<file path="config.mk">
export PLATFORM = sky130hd
export DESIGN_NAME = mem_access_unit
export DESIGN_NICKNAME = d
export VERILOG_FILES = /design/src/rtl/mem_access_unit.sv
export SDC_FILE = /design/constraint.sdc
export NUM_CORES = 1
export LEC_CHECK = 0
export CAP_MARGIN = 20
export CORE_AREA = 2 2 141 143
export DETAILED_ROUTE_END_ITERATION = 6
export DIE_AREA = 0 0 143 145
export PLACE_DENSITY = 0.82
export RECOVER_POWER = 100
export SLEW_MARGIN = 20
export SYNTH_ARGS = -nofsm -noshare
export SYNTH_HDL_FRONTEND = slang
export SYNTH_SLANG_ARGS = --single-unit
</file>
<file path="constraint.sdc">
create_clock -name clk -period 7.41 [get_ports clk]
set_clock_uncertainty 0.05 [all_clocks]
set_input_delay 1.482 -clock clk [delete_from_list [all_inputs] [get_ports clk]]
set_output_delay 1.482 -clock clk [all_outputs]
set_load 0.005 [all_outputs]
</file>
<file path="src/rtl/mem_access_unit.sv">
// mem_access_unit
// Data-memory load/store stage of the simple MIPS core. It takes one memory
// op per handshake from execute and runs it on a single-outstanding req/ack
// bus. Stores are lane-steered and loads are extracted and extended. Loads
// are returned to writeback. Misaligned accesses and bus timeouts are raised
// as one-cycle exceptions.

module mem_access_unit #(
  parameter bit          BIG_ENDIAN     = 1'b0,
  parameter int unsigned TIMEOUT_CYCLES = 255
) (
  input  logic        clk,
  input  logic        reset,
  input  logic        op_valid,
  output logic        op_ready,
  input  logic [5:0]  op_code,
  input  logic [31:0] op_addr,
  input  logic [31:0] op_wdata,
  input  logic [4:0]  op_rd,
  output logic        mem_req,
  output logic        mem_we,
  output logic [31:0] mem_addr,
  output logic [3:0]  mem_be,
  output logic [31:0] mem_wdata,
  input  logic        mem_ack,
  input  logic [31:0] mem_rdata,
  output logic        wb_valid,
  output logic [4:0]  wb_rd,
  output logic [31:0] wb_data,
  output logic        exc_valid,
  output logic [1:0]  exc_code,
  output logic [31:0] exc_badaddr
);

  localparam logic [2:0] ST_IDLE = 3'd0;
  localparam logic [2:0] ST_REQ  = 3'd1;
  localparam logic [2:0] ST_RESP = 3'd2;
  localparam logic [2:0] ST_EXC  = 3'd3;
  localparam logic [2:0] ST_NOP  = 3'd4;

  localparam logic [5:0] OP_LB  = 6'h20;
  localparam logic [5:0] OP_LH  = 6'h21;
  localparam logic [5:0] OP_LW  = 6'h23;
  localparam logic [5:0] OP_LBU = 6'h24;
  localparam logic [5:0] OP_LHU = 6'h25;
  localparam logic [5:0] OP_SB  = 6'h28;
  localparam logic [5:0] OP_SH  = 6'h29;
  localparam logic [5:0] OP_SW  = 6'h2B;

  localparam logic [1:0] SZ_BYTE = 2'd0;
  localparam logic [1:0] SZ_HALF = 2'd1;
  localparam logic [1:0] SZ_WORD = 2'd2;

  localparam logic [1:0] EXC_LOAD_MISALIGN  = 2'b01;
  localparam logic [1:0] EXC_STORE_MISALIGN = 2'b10;
  localparam logic [1:0] EXC_BUS_TIMEOUT    = 2'b11;

  // The counter is 16 bits wide because the limit can be as large as 65535.
  localparam logic [15:0] TIMEOUT_LIMIT = 16'(TIMEOUT_CYCLES);

  logic [2:0]  state;
  logic [15:0] timeout_cnt;
  logic [15:0] cnt_next;

  // The op is latched at accept. Execute may change its outputs as soon as the
  // handshake is done.
  logic        q_is_load;
  logic [1:0]  q_size;
  logic        q_signed;
  logic [31:0] q_addr;
  logic [4:0]  q_rd;

  // Decoded view of the op currently presented by execute.
  logic        in_load;
  logic        in_store;
  logic        in_signed;
  logic [1:0]  in_size;
  logic        in_supported;
  logic        in_misaligned;
  logic [1:0]  in_byte_lane;
  logic        in_half_lane;
  logic [3:0]  in_be;
  logic [31:0] in_wdata;

  // Load data extraction from the bus, using the lanes of the latched op.
  logic [1:0]  q_byte_lane;
  logic        q_half_lane;
  logic [7:0]  ld_byte;
  logic [15:0] ld_half;
  logic [31:0] ld_result;

  logic        accept;

  // Lane numbering flips for big-endian so that the lowest address holds the MSB.
  function automatic logic [1:0] byte_lane(input logic [1:0] a);
    byte_lane = BIG_ENDIAN ? (2'd3 - a) : a;
  endfunction

  function automatic logic half_lane(input logic a1);
    half_lane = BIG_ENDIAN ? ~a1 : a1;
  endfunction

  assign op_ready  = (state == ST_IDLE);
  assign mem_req   = (state == ST_REQ);
  assign wb_valid  = (state == ST_RESP);
  assign exc_valid = (state == ST_EXC);
  assign accept    = op_ready && op_valid;
  assign cnt_next  = timeout_cnt + 16'd1;

  // Decode the incoming opcode into direction, access size and signedness.
  always_comb begin
    in_load   = 1'b0;
    in_store  = 1'b0;
    in_signed = 1'b0;
    in_size   = SZ_WORD;
    case (op_code)
      OP_LB:  begin in_load  = 1'b1; in_size = SZ_BYTE; in_signed = 1'b1; end
      OP_LBU: begin in_load  = 1'b1; in_size = SZ_BYTE; end
      OP_LH:  begin in_load  = 1'b1; in_size = SZ_HALF; in_signed = 1'b1; end
      OP_LHU: begin in_load  = 1'b1; in_size = SZ_HALF; end
      OP_LW:  begin in_load  = 1'b1; in_size = SZ_WORD; end
      OP_SB:  begin in_store = 1'b1; in_size = SZ_BYTE; end
      OP_SH:  begin in_store = 1'b1; in_size = SZ_HALF; end
      OP_SW:  begin in_store = 1'b1; in_size = SZ_WORD; end
      default: begin end
    endcase
  end

  // Work out alignment, byte enables and replicated store data for the presented op.
  always_comb begin
    in_supported  = in_load || in_store;
    in_byte_lane  = byte_lane(op_addr[1:0]);
    in_half_lane  = half_lane(op_addr[1]);
    in_misaligned = 1'b0;
    in_be         = 4'hF;
    in_wdata      = op_wdata;
    case (in_size)
      SZ_HALF: in_misaligned = op_addr[0];
      SZ_WORD: in_misaligned = (op_addr[1:0] != 2'b00);
      default: in_misaligned = 1'b0;
    endcase
    if (in_store) begin
      case (in_size)
        SZ_BYTE: begin
          in_be    = 4'b0001 << in_byte_lane;
          in_wdata = {4{op_wdata[7:0]}};
        end
        SZ_HALF: begin
          in_be    = in_half_lane ? 4'b1100 : 4'b0011;
          in_wdata = {2{op_wdata[15:0]}};
        end
        default: begin
          in_be    = 4'hF;
          in_wdata = op_wdata;
        end
      endcase
    end
  end

  // Pick the addressed byte or half out of the read word and extend it.
  always_comb begin
    q_byte_lane = byte_lane(q_addr[1:0]);
    q_half_lane = half_lane(q_addr[1]);
    ld_byte     = mem_rdata[{q_byte_lane, 3'b000} +: 8];
    ld_half     = mem_rdata[{q_half_lane, 4'b0000} +: 16];
    case (q_size)
      SZ_BYTE: ld_result = q_signed ? {{24{ld_byte[7]}}, ld_byte} : {24'h0, ld_byte};
      SZ_HALF: ld_result = q_signed ? {{16{ld_half[15]}}, ld_half} : {16'h0, ld_half};
      default: ld_result = mem_rdata;
    endcase
  end

  // Main sequencer. An ack always beats a timeout that would expire on the same edge.
  always_ff @(posedge clk or posedge reset) begin
    if (reset) begin
      state       <= ST_IDLE;
      timeout_cnt <= 16'd0;
    end else begin
      case (state)
        ST_IDLE: begin
          if (op_valid) begin
            timeout_cnt <= 16'd0;
            if (!in_supported) begin
              state <= ST_NOP;
            end else if (in_misaligned) begin
              state <= ST_EXC;
            end else begin
              state <= ST_REQ;
            end
          end
        end
        ST_REQ: begin
          if (mem_ack) begin
            state <= q_is_load ? ST_RESP : ST_IDLE;
          end else if (cnt_next == TIMEOUT_LIMIT) begin
            state       <= ST_EXC;
            timeout_cnt <= cnt_next;
          end else begin
            timeout_cnt <= cnt_next;
          end
        end
        ST_RESP: state <= ST_IDLE;
        ST_EXC:  state <= ST_IDLE;
        ST_NOP:  state <= ST_IDLE;
        default: state <= ST_IDLE;
      endcase
    end
  end

  // Capture the attributes of every accepted op for use in later states.
  always_ff @(posedge clk or posedge reset) begin
    if (reset) begin
      q_is_load <= 1'b0;
      q_size    <= SZ_WORD;
      q_signed  <= 1'b0;
      q_addr    <= 32'h0;
      q_rd      <= 5'd0;
    end else if (accept) begin
      q_is_load <= in_load;
      q_size    <= in_size;
      q_signed  <= in_signed;
      q_addr    <= op_addr;
      q_rd      <= op_rd;
    end
  end

  // Bus request fields. They are loaded only for ops that go to the bus, so they stay frozen until the ack.
  always_ff @(posedge clk or posedge reset) begin
    if (reset) begin
      mem_we    <= 1'b0;
      mem_addr  <= 32'h0;
      mem_be    <= 4'h0;
      mem_wdata <= 32'h0;
    end else if (accept && in_supported && !in_misaligned) begin
      mem_we    <= in_store;
      mem_addr  <= {op_addr[31:2], 2'b00};
      mem_be    <= in_be;
      mem_wdata <= in_wdata;
    end
  end

  // Read data is sampled only on the acking edge of a load.
  always_ff @(posedge clk or posedge reset) begin
    if (reset) begin
      wb_rd   <= 5'd0;
      wb_data <= 32'h0;
    end else if ((state == ST_REQ) && mem_ack && q_is_load) begin
      wb_rd   <= q_rd;
      wb_data <= ld_result;
    end
  end

  // Exception cause and address, recorded when the EXC state is entered.
  always_ff @(posedge clk or posedge reset) begin
    if (reset) begin
      exc_code    <= 2'b00;
      exc_badaddr <= 32'h0;
    end else if (accept && in_supported && in_misaligned) begin
      exc_code    <= in_load ? EXC_LOAD_MISALIGN : EXC_STORE_MISALIGN;
      exc_badaddr <= op_addr;
    end else if ((state == ST_REQ) && !mem_ack && (cnt_next == TIMEOUT_LIMIT)) begin
      exc_code    <= EXC_BUS_TIMEOUT;
      exc_badaddr <= q_addr;
    end
  end

endmodule

</file>
After elaboration in Yosys (flattened, before gate mapping) --
Cells that the tools add are included.
Storage, ports and cells: flip-flop bits (word level) 198, word-level logic and storage cells 89
Cells by class: equality and inequality tests 18, reduce and logical (&&, ||, !) cells 24, shift operators 3, add/subtract/negate cells 1, mux-type cells 28
Operators by type and width (number):
- $mux 32 | 5
- $pmux 32 s2 | 2
- $eq 6x6->1 const B | 8
- $mux 16 | 2
- $pmux 16 s2 | 1
- $shiftx 32x6->16 | 1
- $shiftx 32x6->8 | 1
- $add 16x1->16 const B | 1
- $eq 16x8->1 const B | 1
- $mux 3 | 4
- $mux 2 | 5
- $reduce_or 3->1 | 3
- $logic_and 1x1->1 | 8
- $mux 4 | 2
- $pmux 4 s2 | 1
- $eq 3x2->1 const B | 2
- $pmux 3 s2 | 1
- $reduce_bool 2->1 | 3
- $reduce_or 5->1 | 1
- $eq 2x1->1 const B | 2
- $logic_not 2->1 | 2
- $ne 2x2->1 const B | 2
- $pmux 2 s2 | 1
- $shl 1x2->4 const A | 1
- 11 further kinds | 14

Depth between registers and ports, before layout --
Gate-level depths: netlist (run 1).
depth after elaboration 9, depth in mapped cells 10

Worst setup path after synthesis (run 1) --
No wires, ideal clock.
path kind input to register, start in op_code[4], end reg mem_be[1], required time 7.235 ns, data arrival time 3.121 ns, path slack 4.114 ns, stages on the path 7, path through nand2b_1 -> buf_6 -> or4b_4 -> nor3_4 -> buf_6 -> o21ai_0 -> mux2_2
On the way: word-level cells in the longest chain between the ends 7, elaborated cells between the ends (all ways) 25
RTL lines:
- from (decl) | line 16 | input logic [5:0] op_code,
- $eq 6x6->1 | line 116 | case (op_code)
- $reduce_or 3->1 (no source line)
- $pmux 2 s2 | line 116
- $eq 2x2->1 / $eq 2x1->1 (equally long branches) | line 137, 143
- $pmux 1 s2 | line 137 | case (in_size)
- $logic_not 1->1 | line 234 | end else if (accept && in_supported && !in_misaligned) begin
- $logic_and 1x1->1 | line 234
- to (signal assigned) | line 237 | mem_be <= in_be;
- to (decl) | line 23 | output logic [3:0] mem_be,
Several ways; a longest one is shown, not always the timed one. A chain may end at the register's enable or synchronous reset.

Final worst setup path (run 1) --
start in op_valid, end reg mem_addr[20]
On the way: word-level cells in the longest chain between the ends 3
RTL lines:
- from (decl) | line 14 | input logic op_valid,
- $logic_and 1x1->1 | line 107 | assign accept = op_ready && op_valid;
- $logic_and 1x1->1 (2 in a row) | line 234
- to (signal assigned) | line 236 | mem_addr <= {op_addr[31:2], 2'b00};
- to (decl) | line 22 | output logic [31:0] mem_addr,
No other way between the ends.

==> impl_metrics.sql, run 1 <==
INSERT INTO impl_metrics (metric_group, metric, value, unit) VALUES
('sta', 'relSlewSlack', '-119.6', '%'),
('pwr', 'power_density', '255.7', 'nW/µm²'),
('status', 'status', 'finished, violations left', ''),
('grt', 'vias_in_the_first_global_route', '8054', ''),
('die', 'fp.coreArea', '19210', 'µm²'),
('die', 'initial_utilization', '48.24', '%'),
('cells_and_area', 'layout.cells.most_common', 'sky130_fd_sc_hd__nand2_1', ''),
('clocking', 'cts-root-to-sink-buffers', '2', ''),
('synth', 'synthesis.yosys.warnings', '0', ''),
('synth', 'syn_area', '9265', 'µm²'),
('synth', 'yosys_most_used_dff', 'sky130_fd_sc_hd__dfrtp_1', ''),
('sta', 'setup_repair_after_global_routing_missed_its_margin', 'false', ''),
('routing', 'via_count', '8202', ''),
('die', 'die_h', '145', 'µm'),
('sta', 'timing.final.setup_violations', '0', ''),
('clocking', 'worstSkewPairLatency', '0.43', 'ns'),
('clocking', 'clock_sinks', '198', ''),
('worst_setup_path', 'timing.critical_path.slowest_stage_cell', 'sky130_fd_sc_hd__and2_0', ''),
('synth', 'syn-instance-count', '976', ''),
('clocking', 'cts_max_level', '4', ''),
('worst_setup_path', 'crit_required', '7.68', 'ns'),
('routing', 'route.detailed.drc', '0', ''),
('pwr', 'fin_total_pwr', '3.187', 'mW'),
('die', 'rows', '51', ''),
('synth', 'netlist-cell-type-count', '55', ''),
('clocking', 'clkTransAtPathRegs', '0.08', 'ns'),
('worst_setup_path', 'path_cells', 'dlygate4sd3_1, and2_0, nand4_1, clkbuf_2, mux2_2', ''),
('worst_setup_path', 'timing.critical_path.to_type', 'register', ''),
('sta', 'hold_violations', '0', ''),
('synth', 'synth_top_cell_area_share', '53.21', '%'),
('synth', 'synth_sequential_area_ratio', '53.49', '%'),
('worst_setup_path', 'startpoint_type', 'input port', ''),
('routing', 'total_routed_wirelength', '26560', 'µm'),
('cells_and_area', 'layout-drive-gt1-share', '8.772', '%'),
('routing', 'detail-route-antenna-nets', '0', ''),
('placed_design', 'hpwl_detailed', '17710', 'µm'),
('worst_setup_path', 'max_stage_delay', '1.82', 'ns'),
('grt', 'first_pass_grt_wire_length', '42130', 'µm'),
('sta', 'layout_worst_path_cycle_share', '72.58', '%'),
('sta', 'slew_of_the_pin_with_the_lowest_slew_margin', '3.276', 'ns'),
('sta', 'layout_setup_ws', '2.032', 'ns'),
('sta', 'fmaxAchievable', '185.9', 'MHz'),
('routing', 'number_of_drc_markers_after_the_initial_detailed_route_iteration', '644', ''),
('cells_and_area', 'finish.net_count', '1298', ''),
('sta', 'totalNegativeSetupSlack', '0', 'ns'),
('pwr', 'cellLeakagePower', '5.736', 'nW'),
('worst_setup_path', 'worstSetupPathType', 'input port to register', ''),
('run', 'cap_viol_max_count', '5', ''),
('synth', 'synth_edf_count', '0', ''),
('synth', 'ys_ff_latch', '198', ''),
('min_path', 'hold_path_depth', '2', ''),
('synth', 'synthesis.area_per_instance', '9.493', 'µm²'),
('clocking', 'cts-buffers-inserted', '17', ''),
('clocking', 'post_cts.resized_instances', '0', ''),
('sta', 'period_needed', '5.378', 'ns'),
('grt', 'grt_antenna_before_repair', '0', ''),
('clocking', 'hold_buffers', '0', ''),
('grt', 'total_grt_overflow', '0', ''),
('sta', 'final-max-slew-violation-count', '267', ''),
('die', 'die_x', '143', 'µm'),
('pwr', 'peakVddDrop', '0.1724', 'mV'),
('routing', 'drt-vias-per-instance', '5.610', ''),
('cells_and_area', 'antennaDiodeCount', '0', ''),
('die', 'top_level_ports', '255', ''),
('cells_and_area', 'final_cell_mix', 'sky130_fd_sc_hd__nand2_1 (242), sky130_fd_sc_hd__dfrtp_1 (197), sky130_fd_sc_hd__dlygate4sd3_1 (145)', ''),
('min_path', 'path_type_of_the_worst_min_delay_path', 'register to register', ''),
('status', 'failing_checks', 'capacitance limit, slew limit', ''),
('grt', 'grt_max_degree', '77', ''),
('clocking', 'tritoncts_clock_tree', 'built', ''),
('synth', 'synthTopCellsByArea', 'sky130_fd_sc_hd__dfrtp_1 (53%), sky130_fd_sc_hd__nand2_1 (9.8%), sky130_fd_sc_hd__o21ai_0 (6.8%)', ''),
('grt', 'grtUsageTotal', '25.43', '%');
[logic make-up (layout without fill, tap and decap cells)]
family	after synthesis	in the layout	synth area share, %
compound gates	219	219	13.95
xor+xnor	3	3	0.2836
fa+ha+maj	2	2	0.2700
buf+inv	85	305	4.132
flops	198	198	53.49
mux	70	70	8.265
other cells	1	2	0.04047
simple gates	398	398	19.57
[synthesized netlist by cell type (all sizes together), types with 5 or more instances]
cell and instances:
nand3 39, mux2 52, clkbuf 43, a21oi 36
nand2 242, nor2 27, nand2b 5, inv 7
nand4 44, o31ai 5, dfrtp 197, buf 35
nor3 5, mux2i 18, o21ai 126, o311ai 33
and3 13
[where the power goes]
part / total (mW) / internal [mW] / switching [mW]
combinational: 0.798 / 0.438 / 0.359
clock: 0.947 / 0.507 / 0.439
sequential: 1.44 / 1.31 / 0.137
[flip-flops by register name (all words and copies together) (netlist names)]
name and flops:
q_is_load 1, mem_we 1, exc_code 2, q_addr 32, q_signed 1, exc_badaddr 32, mem_addr 30, state 3
timeout_cnt 16, q_size 2, mem_be 4, wb_rd 5, wb_data 32, mem_wdata 32, q_rd 5
[worst max-delay path, delay by kind of cell]
| kind | cells | cell delay (ns) |
|---|---|---|
| AND/OR/NAND/NOR | 2 | 2.10 |
| buffers and inverters | 2 | 1.43 |
| multiplexers | 1 | 0.57 |
[layer usage]
metal  up-vias  global-route usage [%]  routed length (µm)
met3        45                   8.152                2391
met4         0                   8.465                 668
met2       329                   40.57               12590
li1       3866                       -                   -
met5         -                       0                   0
met1      3962                   32.77               10910
[layout make-up]
| cell class | count | area (µm²) |
|---|---|---|
| Fill cell | 1560 | 6741 |
| Inverter | 7 | 27.53 |
| Multi-Input combinational cell | 694 | 3940 |
| Tap cell | 265 | 331.6 |
| Clock buffer | 17 | 425.4 |
| Clock inverter | 14 | 170.2 |
| Sequential cell | 198 | 4956 |
| Timing Repair Buffer | 267 | 2615 |
[per-stage QoR]
step,hold slack [ns],utilization [%],std cells,instance area (µm²)
after floorplan,0.3917,-,977,9269
after global placement,0.4057,61.97,1431,11900
after detailed placement,0.4093,61.97,1431,11900
after CTS,0.4282,65.07,1462,12500
after global routing,0.4481,64.90,1462,12470
final,0.4245,64.90,1462,12470
[final timing paths]
path                           from      endpoint  slack (ns)
max                        op_valid  mem_addr[20]        2.03
min                         q_rd[2]       q_rd[2]        0.42
min in group asynchronous     reset   wb_data[21]        2.40
max reg2reg                state[2]  mem_addr[20]        2.58
min reg2reg                 q_rd[2]       q_rd[2]        0.42
max in group asynchronous     reset  mem_wdata[9]        2.51
(Power assumes the default switching activity.)
==> run 2, diff against run 1 <==
==> constraint.sdc (replaced) <==
create_clock -name clk -period 5.6 [get_ports clk]
set_clock_uncertainty 0.05 [all_clocks]
set_input_delay 1.12 -clock clk [delete_from_list [all_inputs] [get_ports clk]]
set_output_delay 1.12 -clock clk [all_outputs]
set_load 0.005 [all_outputs]
==> run 2 against run 1 <==
  * The flow still finishes with violations (capacitance limit, slew limit)
  * Non-clock buffer count increased by 1
  * Final area about the same
  * Cell count increased by 0.21%
  * Sequential power increased by 33%
  * Worst hold slack about the same
  * Register-to-register slack got worse by 0.97 ns
  * Global-route usage increased by 0.39 points
  * Sequential cell count unchanged
  * Setup slack got worse by 0.64 ns
  * Total power increased by 30%
  * Wire length decreased by 0.94%
==> impl_metrics.sql, run 2 (same netlist as run 1, synthesis figures left out) <==
INSERT INTO impl_metrics (metric_group, metric, value, unit) VALUES
('worst_setup_path', 'critical_path.top_delay_family', 'buffers and inverters', ''),
('cells_and_area', 'layout.cells.most_common', 'sky130_fd_sc_hd__nand2_1', ''),
('clocking', 'cts.repair_timing.setup_buffer_count', '0', ''),
('routing', 'detailedRoute.firstPassIterationCount', '5', ''),
('clocking', 'ctsRootBufferMaster', 'sky130_fd_sc_hd__clkbuf_16', ''),
('sta', 'period_needed', '4.205', 'ns'),
('worst_setup_path', 'startpoint_type', 'input port', ''),
('run', 'cap_viol_max_count', '4', ''),
('routing', 'number_of_drc_markers_after_the_initial_detailed_route_iteration', '518', ''),
('worst_setup_path', 'rr_startpoint', 'state[2]', ''),
('grt', 'grt_most_used_layer', 'met2', ''),
('clocking', 'hold_buffers', '0', ''),
('worst_setup_path', 'arrival_time_reported_for_the_critical_path_endpoint', '4.43', 'ns'),
('clocking', 'cts-buffers-inserted', '17', ''),
('worst_setup_path', 'path_cells', 'dlygate4sd3_1, and2_0, clkbuf_1, nor2_1, o21ai_0, o41ai_1', ''),
('grt', 'vias_in_the_first_global_route', '8297', ''),
('placed_design', 'globalplace.congestion', '0.8395', ''),
('cells_and_area', 'layout-drive-gt1-share', '8.674', '%'),
('pwr', 'cellLeakagePower', '5.716', 'nW'),
('placed_design', 'detailed_place.area', '11920', 'µm²'),
('routing', 'route.detailed.drc', '0', ''),
('routing', 'detail_route.wl_per_cell', '17.96', 'µm'),
('pwr', 'cellInternalPower', '2.904', 'mW'),
('worst_setup_path', 'worstReg2RegEnd', 'timeout_cnt[14]', ''),
('cells_and_area', 'post-route-cell-area', '12460', 'µm²'),
('sta', 'relSlewSlack', '-84.97', '%'),
('die', 'die_x', '143', 'µm'),
('min_path', 'path_type_of_the_worst_min_delay_path', 'register to register', ''),
('pwr', 'power_frac_clock', '28.7', '%'),
('clocking', 'cts-root-to-sink-buffers', '2', ''),
('clocking', 'tritoncts_clock_tree', 'built', ''),
('sta', 'totalNegativeSetupSlack', '0', 'ns'),
('clocking', 'cts_max_level', '4', ''),
('worst_setup_path', 'timing.critical_path.slowest_stage_cell', 'sky130_fd_sc_hd__clkbuf_1', ''),
('worst_setup_path', 'cp-endpoint', 'timeout_cnt[14]', ''),
('die', 'fp.coreArea', '19210', 'µm²'),
('grt', 'grt_antenna_before_repair', '0', ''),
('clocking', 'worstSkewPairLatency', '0.43', 'ns'),
('sta', 'layout_worst_path_cycle_share', '75.10', '%'),
('die', 'initial_utilization', '48.24', '%'),
('sta', 'slew_of_the_pin_with_the_lowest_slew_margin', '2.775', 'ns'),
('cells_and_area', 'layout.area.seq', '4956', 'µm²'),
('worst_setup_path', 'worst-r2r-setup-slack', '1.61', 'ns'),
('grt', 'first_pass_grt_wire_length', '43040', 'µm'),
('cells_and_area', 'finish.net_count', '1299', ''),
('clocking', 'clock_sinks', '198', ''),
('sta', 'fmaxAchievable', '237.8', 'MHz'),
('cells_and_area', 'filler_cell_count', '1536', ''),
('worst_setup_path', 'timing.critical_path.to_type', 'register', ''),
('placed_design', 'hpwl_detailed', '17850', 'µm'),
('grt', 'grt_max_degree', '148', ''),
('worst_setup_path', 'max_stage_delay', '1.20', 'ns'),
('pwr', 'peakVddDrop', '0.2211', 'mV'),
('worst_setup_path', 'timing.reg2reg.worst_path_depth', '6', ''),
('grt', 'grtUsageTotal', '25.83', '%'),
('worst_setup_path', 'critical_path_peak_fanout', '33', ''),
('die', 'die_h', '145', 'µm'),
('worst_setup_path', 'critical_path_buf_inv_count', '2', ''),
('routing', 'total_routed_wirelength', '26310', 'µm'),
('grt', 'globalRouteMet3Util', '7.657', '%'),
('clocking', 'post_cts.resized_instances', '0', ''),
('die', 'top_level_ports', '255', ''),
('grt', 'total_grt_overflow', '0', ''),
('routing', 'detail-route-antenna-nets', '0', ''),
('worst_setup_path', 'worstSetupPathDepth', '6', ''),
('cells_and_area', 'final_cell_mix', 'sky130_fd_sc_hd__nand2_1 (242), sky130_fd_sc_hd__dfrtp_1 (197), sky130_fd_sc_hd__dlygate4sd3_1 (145)', ''),
('sta', 'timing.final.setup_violations', '0', ''),
('pwr', 'switching_power', '1.251', 'mW'),
('cells_and_area', 'area_used_by_multi_input_combinational_logic', '3934', 'µm²'),
('worst_setup_path', 'timing.critical_path.from', 'op_valid', ''),
('die', 'rows', '51', ''),
('worst_setup_path', 'crit_required', '5.83', 'ns'),
('pwr', 'comb_power_share', '25.2', '%'),
('die', 'die_area', '20740', 'µm²'),
('pwr', 'share_seq_of_total_power', '46.1', '%'),
('routing', 'via_count', '8333', ''),
('clocking', 'clkTransAtPathRegs', '0.08', 'ns'),
('placed_design', 'io_buffer_count', '252', ''),
('worst_setup_path', 'worstSetupPathType', 'input port to register', ''),
('pwr', 'power_density', '333.5', 'nW/µm²'),
('grt', 'groute.layer.met2.usage', '41.20', '%'),
('pwr', 'switching_share', '30.12', '%'),
('status', 'failing_checks', 'capacitance limit, slew limit', ''),
('sta', 'setup_repair_after_global_routing_missed_its_margin', 'false', ''),
('sta', 'hold_violations', '0', ''),
('sta', 'final-max-slew-violation-count', '193', ''),
('cells_and_area', 'synthToLayoutAreaGrowth', '34.49', '%'),
('pwr', 'fin_total_pwr', '4.155', 'mW'),
('status', 'status', 'finished, violations left', ''),
('routing', 'drt-vias-per-instance', '5.688', ''),
('grt', 'grtUsageMet1', '33.36', '%');
[run 2: changes by cell type in the layout (fill, tap and decap cells not counted), moves of 2 or more]
cell	delta
sky130_fd_sc_hd__o311ai_0	+11
sky130_fd_sc_hd__bufinv_16	-2
sky130_fd_sc_hd__o311ai_1	-11
sky130_fd_sc_hd__clkbuf_1	+2
sky130_fd_sc_hd__inv_8	+2
sky130_fd_sc_hd__inv_6	-4
sky130_fd_sc_hd__clkinvlp_4	+3
[run 2: final cells by class]
cell class | instances | share of cell area [%]
inverters | 7 | 0.2209
multi-input cells | 694 | 31.57
clock buffers | 18 | 3.524
flip-flops and latches | 198 | 39.77
well taps | 265 | 2.661
repair buffers | 268 | 21.11
clock inverters | 14 | 1.125
diodes | 1 | 0.02008
[run 2: worst min-delay path by stage]
| stage | from | end | slack (ns) | depth (start not counted) |
|---|---|---|---|---|
| 2_1_floorplan | q_rd[0] | q_rd[0] | 0.39 | 2 |
| 3_3_place_gp | q_addr[18] | q_addr[18] | 0.41 | 2 |
| 3_5_place_dp | q_rd[3] | q_rd[3] | 0.41 | 2 |
| 4_1_cts | q_rd[3] | q_rd[3] | 0.43 | 2 |
| 5_1_grt | wb_data[19] | wb_data[19] | 0.44 | 2 |
| 6_report | q_rd[3] | q_rd[3] | 0.42 | 2 |
[run 2: worst min-delay path: stages, from the launching register on]
cell and delay (ns):
sky130_fd_sc_hd__dfrtp_1 0.35, sky130_fd_sc_hd__nand2_1 0.05, sky130_fd_sc_hd__nand2_1 0.05
[run 2: per-stage QoR]
| stage | std cells | hold slack (ns) | util [%] | setup WS (ns) |
|---|---|---|---|---|
| 2_1_floorplan | 977 | 0.3917 | - | 1.870 |
| 3_3_place_gp | 1432 | 0.4067 | 62.05 | 1.712 |
| 3_5_place_dp | 1432 | 0.4090 | 62.05 | 1.585 |
| 4_1_cts | 1464 | 0.4280 | 65.06 | 2.023 |
| 5_1_grt | 1464 | 0.4446 | 64.86 | 1.124 |
| 6_report | 1465 | 0.4248 | 64.88 | 1.395 |
[run 2: per-layer routing]
layer,share of wire (%),up-vias
met4,2.8,0
met2,47,400
met5,0,-
li1,-,3879
met1,41,3994
met3,9.7,60
[run 2: power by group through the flow]
stage	combinational, mW	sequential (mW)	clock (mW)
detailed placement	1.15	1.95	0
CTS	1.15	1.93	1.21
finish	1.05	1.91	1.19
global route	1.16	1.95	1.27
floorplan	0.448	1.92	0
global placement	1.12	1.93	0
==> run 3, diff against run 2 <==
--- a/config.mk
+++ b/config.mk
@@ -6,10 +6,10 @@
 export NUM_CORES = 1
 export LEC_CHECK = 0
 export CAP_MARGIN = 20
-export CORE_AREA = 2 2 141 143
+export CORE_AREA = 2 2 149 151
 export DETAILED_ROUTE_END_ITERATION = 6
-export DIE_AREA = 0 0 143 145
-export PLACE_DENSITY = 0.82
+export DIE_AREA = 0 0 151 153
+export PLACE_DENSITY = 0.78
 export RECOVER_POWER = 100
 export SLEW_MARGIN = 20
 export SYNTH_ARGS = -nofsm -noshare
==> constraint.sdc (replaced) <==
create_clock -name clk -period 3.8 [get_ports clk]
set_clock_uncertainty 0.05 [all_clocks]
set_input_delay 0.76 -clock clk [delete_from_list [all_inputs] [get_ports clk]]
set_output_delay 0.76 -clock clk [all_outputs]
set_load 0.005 [all_outputs]
==> run 3 against run 2 <==
  * The flow still finishes with violations (capacitance limit, slew limit)
  * Critical path type unchanged
  * Combinational power rose by 50%
  * Die area rose by 11%
  * Non-clock buffer count rose by 12
==> impl_metrics.sql, run 3 (same netlist as run 1, synthesis figures left out) <==
INSERT INTO impl_metrics (metric_group, metric, value, unit) VALUES
('status', 'status', 'finished, violations left', ''),
('status', 'failing_checks', 'capacitance limit, slew limit', ''),
('clocking', 'worstSkewPairLatency', '0.43', 'ns'),
('clocking', 'cts_max_level', '4', ''),
('worst_setup_path', 'arrival_time_reported_for_the_critical_path_endpoint', '3.41', 'ns'),
('cells_and_area', 'antennaDiodeCount', '0', ''),
('grt', 'grtUsageTotal', '24.24', '%'),
('sta', 'setup_repair_after_global_routing_missed_its_margin', 'false', ''),
('grt', 'grtUsageMet1', '31.27', '%'),
('sta', 'totalNegativeSetupSlack', '0', 'ns'),
('routing', 'detail_route.wl_per_cell', '18.67', 'µm'),
('grt', 'grt_most_used_layer', 'met2', ''),
('pwr', 'cellLeakagePower', '5.793', 'nW'),
('worst_setup_path', 'startpoint_type', 'input port', ''),
('clocking', 'post_cts.resized_instances', '0', ''),
('sta', 'relSlewSlack', '-12.41', '%'),
('routing', 'total_routed_wirelength', '27830', 'µm'),
('cells_and_area', 'filler_cell_count', '1826', ''),
('worst_setup_path', 'worstReg2RegEnd', 'exc_badaddr[23]', ''),
('sta', 'timing.final.setup_violations', '0', ''),
('sta', 'hold_violations', '0', ''),
('placed_design', 'globalplace.congestion', '0.8559', ''),
('placed_design', 'detailed_place.area', '12100', 'µm²'),
('clocking', 'hold_buffers', '0', ''),
('die', 'fp.coreArea', '21490', 'µm²'),
('clocking', 'tritoncts_clock_tree', 'built', ''),
('placed_design', 'hpwl_detailed', '19390', 'µm'),
('placed_design', 'dp.cells', '1459', ''),
('worst_setup_path', 'worstSetupPathType', 'input port to register', ''),
('clocking', 'cts-buffers-inserted', '17', ''),
('placed_design', 'io_buffer_count', '252', ''),
('grt', 'grt_max_degree', '84', ''),
('min_path', 'path_type_of_the_worst_min_delay_path', 'register to register', ''),
('die', 'rows', '54', ''),
('routing', 'route.detailed.drc', '0', ''),
('sta', 'period_needed', '3.138', 'ns'),
('cells_and_area', 'layout.cells.most_common', 'sky130_fd_sc_hd__nand2_1', ''),
('cells_and_area', 'layout.area.seq', '4956', 'µm²'),
('grt', 'total_grt_overflow', '0', ''),
('cells_and_area', 'area_used_by_multi_input_combinational_logic', '3936', 'µm²'),
('routing', 'number_of_drc_markers_after_the_initial_detailed_route_iteration', '581', ''),
('grt', 'grt_antenna_before_repair', '2', ''),
('die', 'die_h', '153', 'µm'),
('worst_setup_path', 'critical_path_peak_fanout', '83', ''),
('clocking', 'clkTransAtPathRegs', '0.08', 'ns'),
('pwr', 'power_density', '497.2', 'nW/µm²'),
('worst_setup_path', 'crit_required', '4.07', 'ns'),
('worst_setup_path', 'worst-r2r-setup-slack', '0.74', 'ns'),
('die', 'die_x', '151', 'µm'),
('clocking', 'clock_sinks', '198', ''),
('routing', 'detail-route-antenna-nets', '0', ''),
('grt', 'vias_in_the_first_global_route', '8177', ''),
('sta', 'slew_of_the_pin_with_the_lowest_slew_margin', '1.682', 'ns'),
('die', 'top_level_ports', '255', ''),
('sta', 'layout_worst_path_cycle_share', '82.57', '%'),
('worst_setup_path', 'cp-endpoint', 'mem_addr[8]', ''),
('sta', 'hold_slack', '0.4262', 'ns'),
('grt', 'groute.layer.met2.usage', '39.33', '%'),
('grt', 'globalRouteMet3Util', '7.761', '%'),
('clocking', 'cts-root-to-sink-buffers', '2', ''),
('routing', 'drt-vias-per-instance', '5.555', ''),
('cells_and_area', 'layout-drive-gt1-share', '9.579', '%'),
('routing', 'detailedRoute.firstPassIterationCount', '5', ''),
('die', 'die_area', '23100', 'µm²'),
('die', 'initial_utilization', '43.12', '%'),
('run', 'cap_viol_max_count', '3', ''),
('grt', 'first_pass_grt_wire_length', '43860', 'µm'),
('sta', 'fmaxAchievable', '318.7', 'MHz'),
('worst_setup_path', 'timing.critical_path.from', 'op_code[4]', ''),
('worst_setup_path', 'timing.reg2reg.worst_path_depth', '6', ''),
('cells_and_area', 'post-route-cell-area', '12600', 'µm²'),
('routing', 'via_count', '8282', ''),
('cells_and_area', 'finish.net_count', '1311', ''),
('pwr', 'peakVddDrop', '0.3391', 'mV'),
('worst_setup_path', 'rr_startpoint', 'timeout_cnt[3]', ''),
('clocking', 'cts.repair_timing.setup_buffer_count', '0', ''),
('cells_and_area', 'final_cell_mix', 'sky130_fd_sc_hd__nand2_1 (242), sky130_fd_sc_hd__dfrtp_1 (197), sky130_fd_sc_hd__dlygate4sd3_1 (144)', ''),
('worst_setup_path', 'timing.critical_path.to_type', 'register', ''),
('cells_and_area', 'synthToLayoutAreaGrowth', '35.99', '%'),
('cells_and_area', 'instances_no_fill', '1491', ''),
('pwr', 'fin_total_pwr', '6.265', 'mW'),
('clocking', 'ctsRootBufferMaster', 'sky130_fd_sc_hd__clkbuf_16', ''),
('sta', 'final-max-slew-violation-count', '105', '');
-- run 3: cell types whose count changed in the layout (fill, tap and decap cells not counted), sizes merged, moves of 2 or more --
| cell | previous run | this run |
|---|---|---|
| clkinvlp | 5 | 3 |
| buf | 9 | 18 |
| inv | 10 | 12 |
| clkbuf | 25 | 27 |
| bufinv | 0 | 2 |
-- run 3: worst min path at each step --
| stage | from | end | slack, ns | depth (start not counted) |
|---|---|---|---|---|
| 6_report | q_rd[3] | q_rd[3] | 0.43 | 2 |
| 5_1_grt | wb_data[16] | wb_data[16] | 0.44 | 2 |
| 4_1_cts | q_addr[18] | q_addr[18] | 0.43 | 2 |
| 3_5_place_dp | q_rd[2] | q_rd[2] | 0.41 | 2 |
| 3_3_place_gp | q_rd[0] | q_rd[0] | 0.40 | 2 |
| 2_1_floorplan | q_rd[0] | q_rd[0] | 0.39 | 2 |
-- run 3: area by class of cell --
type,instances,area share (%)
Timing Repair Buffer,280,21.55
Clock buffer,17,3.376
Clock inverter,15,1.499
Inverter,7,0.2185
Multi-Input combinational cell,694,31.24
Tap cell,280,2.781
Sequential cell,198,39.33
-- run 3: worst max-delay path: stages --
cell	delay, ns
sky130_fd_sc_hd__dlygate4sd3_1	0.52
sky130_fd_sc_hd__nand2b_1	0.36
sky130_fd_sc_hd__a21oi_1	0.51
sky130_fd_sc_hd__nand4_1	0.18
sky130_fd_sc_hd__clkbuf_4	0.54
sky130_fd_sc_hd__mux2_2	0.46
-- run 3: through the flow --
step / utilization, % / setup slack (ns)
finish: 58.64 / 0.6623
global route: 58.64 / 0.4050
CTS: 59.18 / 0.7517
detailed placement: 56.32 / 0.6052
global placement: 56.32 / 0.6594
floorplan: - / 0.4305
-- run 3: per-layer routing --
metal  vias up  share of wire [%]
met1      3999                 41
met4         4                2.1
met3        45                9.4
met5         -              0.090
met2       346                 48
li1       3888                  -
-- run 3: power breakdown --
group | internal (mW) | total, mW | switching, mW | leakage [nW]
combinational | 0.856 | 1.57 | 0.709 | 2.91
clock | 1.00 | 1.89 | 0.888 | 0.295
sequential | 2.54 | 2.81 | 0.264 | 2.58
